## src/rtl/bank_scan_reader_pkg.sv

```systemverilog
// Shared constants and types for the bank scan reader: mode encodings,
// reader state enum and the one-hot bank decode.
package bank_scan_reader_pkg;

    localparam int NUM_BANKS = 4;
    localparam int ADDR_W    = 2;

    localparam logic [1:0] MODE_MANUAL = 2'b00;
    localparam logic [1:0] MODE_SCAN   = 2'b01;
    localparam logic [1:0] MODE_STEP   = 2'b10;

    typedef enum logic [1:0] {
        ST_MANUAL = 2'd0,
        ST_SCAN   = 2'd1,
        ST_STEP   = 2'd2
    } state_t;

    function automatic logic [NUM_BANKS-1:0] bank_onehot(input logic [ADDR_W-1:0] idx);
        bank_onehot      = '0;
        bank_onehot[idx] = 1'b1;
    endfunction

endpackage

```

## src/rtl/bank_scan_reader_if.sv

```systemverilog
// Control and display bundle between the bank storage/switch side and the
// reader: master drives bank contents and controls, slave returns the view.
interface bank_scan_reader_if
    import bank_scan_reader_pkg::*;
#(
    parameter int DATA_W = 8,
    parameter int NBANK  = 4
);
    logic [NBANK*DATA_W-1:0] bank_data;
    logic [1:0]              mode;
    logic [ADDR_W-1:0]       man_sel;
    logic                    step_btn;
    logic                    hold;
    logic [ADDR_W-1:0]       cur_sel;
    logic [NBANK-1:0]        cur_onehot;
    logic [DATA_W-1:0]       cur_data;
    logic                    frame_done;

    modport master (
        output bank_data, mode, man_sel, step_btn, hold,
        input  cur_sel, cur_onehot, cur_data, frame_done
    );

    modport slave (
        input  bank_data, mode, man_sel, step_btn, hold,
        output cur_sel, cur_onehot, cur_data, frame_done
    );
endinterface

```

## src/rtl/bank_scan_reader_edge_sync.sv

```systemverilog
// Two-flop synchronizer for an asynchronous input followed by a rising-edge
// detector; emits one clk-wide pulse per low-to-high transition.
module edge_sync (
    input  logic clk,
    input  logic rst,
    input  logic din,
    output logic pulse
);
    logic meta, sync, prev;

    // NOTE: sequential state uses non-blocking assignments so every flop samples
    // the pre-edge value of its neighbour; blocking here would collapse the chain.
    always_ff @(posedge clk or posedge rst) begin
        if (rst) begin
            meta <= 1'b0;
            sync <= 1'b0;
            prev <= 1'b0;
        end else begin
            meta <= din;
            sync <= meta;
            prev <= sync;
        end
    end

    assign pulse = sync & ~prev;
endmodule

```

## src/rtl/bank_scan_reader.sv

```systemverilog
// Sequential reader for four storage banks: manual select, timed auto-scan or
// button single-step, presenting a registered byte, index and one-hot view.
module bank_scan_reader #(
    parameter int DATA_W = 8,
    parameter int NBANK  = 4,
    parameter int DWELL  = 100_000_000
) (
    input  logic              clk,
    input  logic              rst,
    bank_scan_reader_if.slave bus
);
    import bank_scan_reader_pkg::*;

    localparam int             CNT_W    = $clog2(DWELL);
    localparam logic [CNT_W-1:0] CNT_LAST = CNT_W'(DWELL - 1);

    state_t             state, next_state;
    logic [ADDR_W-1:0]  ptr, ptr_next;
    logic [CNT_W-1:0]   cnt, cnt_next;
    logic               step_pulse;
    logic               advance;
    logic               wrap;

    edge_sync u_step_sync (
        .clk   (clk),
        .rst   (rst),
        .din   (bus.step_btn),
        .pulse (step_pulse)
    );

    always_ff @(posedge clk or posedge rst) begin
        if (rst) state <= ST_MANUAL;
        else     state <= next_state;
    end

    // NOTE: every output of this block gets a default before any branch, so no
    // path leaves a variable unassigned and no latch is inferred.
    always_comb begin
        next_state = ST_MANUAL;
        ptr_next   = ptr;
        cnt_next   = '0;
        advance    = 1'b0;

        case (bus.mode)
            MODE_SCAN: next_state = ST_SCAN;
            MODE_STEP: next_state = ST_STEP;
            default:   next_state = ST_MANUAL;
        endcase

        case (state)
            ST_MANUAL: ptr_next = bus.man_sel;
            ST_SCAN: begin
                if (bus.hold)             cnt_next = cnt;
                else if (cnt == CNT_LAST) advance  = 1'b1;
                else                      cnt_next = cnt + 1'b1;
            end
            ST_STEP:   advance = step_pulse & ~bus.hold;
            default:   ptr_next = bus.man_sel;
        endcase

        if (advance) ptr_next = ptr + 1'b1;

        // Leaving SCAN: the dwell count starts fresh when SCAN is next entered.
        if (next_state != ST_SCAN) cnt_next = '0;
    end

    assign wrap = advance && (ptr == ADDR_W'(NUM_BANKS - 1));

    always_ff @(posedge clk or posedge rst) begin
        if (rst) begin
            ptr            <= '0;
            cnt            <= '0;
            bus.cur_sel    <= '0;
            bus.cur_onehot <= bank_onehot('0);
            bus.cur_data   <= '0;
            bus.frame_done <= 1'b0;
        end else begin
            ptr            <= ptr_next;
            cnt            <= cnt_next;
            bus.cur_sel    <= ptr;
            bus.cur_onehot <= bank_onehot(ptr);
            bus.cur_data   <= bus.bank_data[int'(ptr)*DATA_W +: DATA_W];
            bus.frame_done <= wrap;
        end
    end
endmodule

```

## src/flat_wrapper.sv

```systemverilog
// flat-port wrapper written by rule: the top's interface ports become plain ports
module bank_scan_reader_flat import bank_scan_reader_pkg::*;
#(
    parameter int DATA_W = 8,
    parameter int NBANK  = 4,
    parameter int DWELL  = 100_000_000
)
  (clk, rst, bus_bank_data, bus_mode, bus_man_sel, bus_step_btn, bus_hold, bus_cur_sel, bus_cur_onehot, bus_cur_data, bus_frame_done);
  bank_scan_reader_if #(.DATA_W(DATA_W), .NBANK(NBANK)) bus_i ();
  input  logic clk;
  input  logic rst;
  input wire logic [$bits(bus_i.bank_data)-1:0] bus_bank_data;
  input wire logic [$bits(bus_i.mode)-1:0] bus_mode;
  input wire logic [$bits(bus_i.man_sel)-1:0] bus_man_sel;
  input wire logic [$bits(bus_i.step_btn)-1:0] bus_step_btn;
  input wire logic [$bits(bus_i.hold)-1:0] bus_hold;
  output wire logic [$bits(bus_i.cur_sel)-1:0] bus_cur_sel;
  output wire logic [$bits(bus_i.cur_onehot)-1:0] bus_cur_onehot;
  output wire logic [$bits(bus_i.cur_data)-1:0] bus_cur_data;
  output wire logic [$bits(bus_i.frame_done)-1:0] bus_frame_done;
  assign bus_i.bank_data = bus_bank_data;
  assign bus_i.mode = bus_mode;
  assign bus_i.man_sel = bus_man_sel;
  assign bus_i.step_btn = bus_step_btn;
  assign bus_i.hold = bus_hold;
  assign bus_cur_sel = bus_i.cur_sel;
  assign bus_cur_onehot = bus_i.cur_onehot;
  assign bus_cur_data = bus_i.cur_data;
  assign bus_frame_done = bus_i.frame_done;
  bank_scan_reader #(.DATA_W(DATA_W), .NBANK(NBANK), .DWELL(DWELL)) u_core (.clk(clk), .rst(rst), .bus(bus_i));
endmodule
```

## config.mk

```make
export PLATFORM = sky130hd
export DESIGN_NAME = bank_scan_reader_flat
export DESIGN_NICKNAME = d
export VERILOG_FILES = /design/src/rtl/bank_scan_reader_pkg.sv /design/src/rtl/bank_scan_reader_if.sv /design/src/rtl/bank_scan_reader_edge_sync.sv /design/src/rtl/bank_scan_reader.sv /design/src/flat_wrapper.sv
export SDC_FILE = /design/constraint.sdc
export NUM_CORES = 1
export LEC_CHECK = 0
export BUFFER_PORTS_ARGS = -buffer_cell sky130_fd_sc_hd__clkbuf_2
export CAP_MARGIN = 20
export CELL_PAD_IN_SITES_DETAIL_PLACEMENT = 1
export CELL_PAD_IN_SITES_GLOBAL_PLACEMENT = 1
export CORE_MARGIN = 2
export CORE_UTILIZATION = 45
export CTS_CLUSTER_SIZE = 8
export DETAILED_ROUTE_END_ITERATION = 16
export PLACE_DENSITY = 0.9
export SYNTH_ARGS = -nofsm -noshare
export SYNTH_HDL_FRONTEND = slang
export SYNTH_SLANG_ARGS = --single-unit
```

## constraint.sdc

```tcl
create_clock -name clk -period 3.98 [get_ports clk]
set_input_delay 0.796 -clock clk [delete_from_list [all_inputs] [get_ports clk]]
set_output_delay 0.796 -clock clk [all_outputs]
set_load 0.05 [all_outputs]
```

==> flow_summary.toml <==
[finish]
drive_above_1_share_pct = 28.57
utilization_pct = 55.72
n_antenna_cell = 0
multi_input_area_um2 = 1116
instances_no_fill = 343
fill_cells = 615
fin_nets = 319
seq_area_um2 = 1227
area_delta_synth_final_pct = 19.09

[clock_tree]
postCtsSetupBuffers = 0
clock-sinks = 49
clk_pin_slew_ns = 0.09
ctsHtreeMaxLevel = 2
cts_tree = "built"
ctsHoldBuffers = 0
cts-root-buf = "clkbuf_8"
clk_latency_ns = 0.30
cts_max_path_buffers = 2
cts_buffers = 5
cts_resized = 0

[worst_setup_path]
critPathKind = "reg2reg"
worstPathRequired_ns = 4.13
cp_max_fo = 22
r2r_setup_slack_ns = 1.38
cp_cell_sequence = "nor4bb_1 > nand4_1 > or4_1 > o21ai_2 > nor2_1"
cp_slowest_stage_delay_ns = 0.75
start_kind = "flop"
cp-end-kind = "flop"
cp_data_arrival_time_ns = 2.75
cp_num_buf_inv = 0
cpMaxStageDelayCell = "o21ai_2"
crit_family = "simple AND/OR/NAND/NOR gates"

[detailed_routing]
dr_total_vias = 1885
drt-vias-per-instance = 5.496
drc = 0
routed_wirelength_um = 6674
first_iter_violations = 128
final_antenna_net_count = 0
firstDrtPassIters = 4
routedWlPerCell_um = 19.46

[pwr]
ir_drop_mv = 0.2134
clockPowerShare_pct = 31.6
p_sw_share_pct = 30.68
netSwitchingPower_uw = 359.8
power_density_nw_per_um2 = 409.5
p_int_uw = 813.1
seq_power_share_pct = 48.2
leakagePower_uw = 0.001287
combPwrFrac_pct = 20.2

[synth]
ys_seq_elements = 49
synth-edff-count = 0
synth_nets = 264
ys_top_cells_by_area = "dfrtp_1 50%, mux4_2 7.5%, xor2_1 6.2%"
yosysSeqAreaShare_pct = 51.04
yosysMostFrequentCell = "dfrtp_1"
synth_area_um2 = 2405
post_synth.cell_area_avg_um2 = 11.08
netlist_instances = 217
yosysTopAreaCell = "dfrtp_1"
ys.flop_type = "dfrtp_1"
synth_common_cells = "48 x dfrtp_1, 31 x nor2_1, 21 x nand2_1"
async_reset_ff_share_pct = 100.0
synth.distinct_cells = 40
synth_warnings = 0
yosysTopAreaCellShare_pct = 49.95

[sta]
clock.fmax_ghz = 0.3840
skew_ns = 0.004484
fin_crit_ns = 2.604
hold_viol = 0
rsz0062_at_grt = "false"
worst_pin_slew_ns = 1.015
setup_ws_ns = 1.376
report.final.slew_viol_count = 0
relSlewSlack_pct = 31.76
setup_viol = 0
period_share_pct = 65.44
hold_ws_ns = 0.3704
fin_setup_tns_ns = 0

[grt]
grt_use_total_pct = 24.00
grt_antenna_before_repair = 0
grt_max_degree = 50
grt-ovfl-total = 0
grt_pass1_wl_um = 10900
grt_pass1_vias = 2093

[place]
portBuffers = 54
dpl.hpwl_um = 4706
gp_congestion = 0.7793
placed_cells = 334
pre_cts_ws_ns = 1.204

[hold_path]
hp-class = "reg2reg"

[die]
core_um2 = 5140
pin_count = 55
die_w_um = 77.10
rows = 26
dieArea_um2 = 5944
dieHeight_um = 77.10
start_util_pct = 46.79

[run]
drv_cap = 0

[status]
run_status = "finished clean"
[final cells by class]
| cell class | instances | share of cell area [%] |
|---|---|---|
| multi-input combinational | 154 | 38.97 |
| timing repair buffer | 55 | 10.14 |
| sequential | 49 | 42.86 |
| inverter | 7 | 0.9174 |
| clock buffer | 7 | 3.014 |
| tap | 70 | 3.058 |
| clock inverter | 1 | 1.048 |
[worst register-to-register path: stages, from the launching register on]
cell	delay (ns)
dfrtp_1	0.44
nor4bb_1	0.35
nand4_1	0.20
or4_1	0.57
o21ai_2	0.75
nor2_1	0.15
[flip-flops by register name, indices dropped and copies added (netlist names)]
signal                   cells
u_core.bus.frame_done        1
u_core.u_step_sync.sync      1
u_core.state                 2
u_core.bus.cur_onehot        4
u_core.ptr                   2
u_core.bus.cur_data          8
u_core.u_step_sync.prev      1
u_core.cnt                  27
u_core.bus.cur_sel           2
u_core.u_step_sync.meta      1
[power groups by stage]
stage          Clock (uW)  Sequential (uW)  Combinational, uW
3_5_place_dp            0              575                235
4_1_cts               373              565                237
6_report              371              565                237
3_3_place_gp            0              569                226
2_1_floorplan           0              658               75.9
5_1_grt               397              570                250
[layout by cell type, fill, tap and decap left out, types with 3 or more instances in the layout]
cell       n
and3_1     8
nand4_1    7
nor4_1     4
nor2b_1    3
inv_1      6
mux4_2     8
ha_1       7
dfrtp_1   48
clkbuf_2  54
clkbuf_8   6
nor3_1     3
nor2_1    31
or4_1      3
a21oi_1    3
xor2_1    17
nand3_1   10
nand2_1   21
xnor2_1    6
[worst paths after layout]
path                       cells past startpoint                        to                    start
setup / recovery                               5             u_core.cnt[5]           u_core.cnt[11]
hold / removal                                 0   u_core.u_step_sync.sync  u_core.u_step_sync.meta
setup reg to reg                               5             u_core.cnt[5]           u_core.cnt[11]
hold reg to reg                                0   u_core.u_step_sync.sync  u_core.u_step_sync.meta
max in group asynchronous                      3  u_core.bus.cur_onehot[0]                      rst
min in group asynchronous                      2             u_core.cnt[2]                      rst
[routing by layer]
layer	global-route usage, %	up-vias	share of wire [%]
met4	6.250	0	1.3
met5	0	-	0
met3	4.706	11	3.8
li1	-	871	-
met2	43.95	46	55
met1	28.86	957	39
[cells by family (layout without fill, tap and decap cells)]
| logic type | Yosys count | count (layout) | share of synthesized area (%) |
|---|---|---|---|
| AND/OR/NAND/NOR | 105 | 105 | 23.67 |
| adder cells (fa/ha/maj) | 7 | 7 | 3.642 |
| XOR/XNOR | 23 | 23 | 8.377 |
| multiplexers | 9 | 9 | 7.908 |
| AO/OA/AOI/OAI | 10 | 10 | 2.810 |
| buffers and inverters | 14 | 70 | 2.549 |
| flip-flops | 49 | 49 | 51.04 |
[per-stage QoR]
stage	cell area, um2	total power (uW)
finish	2864	1173
global route	2864	1217
CTS	2844	1175
detailed placement	2728	810.6
global placement	2728	795.1
floorplan	2405	734.1
Note: power is estimated with default switching activity, not from simulation.
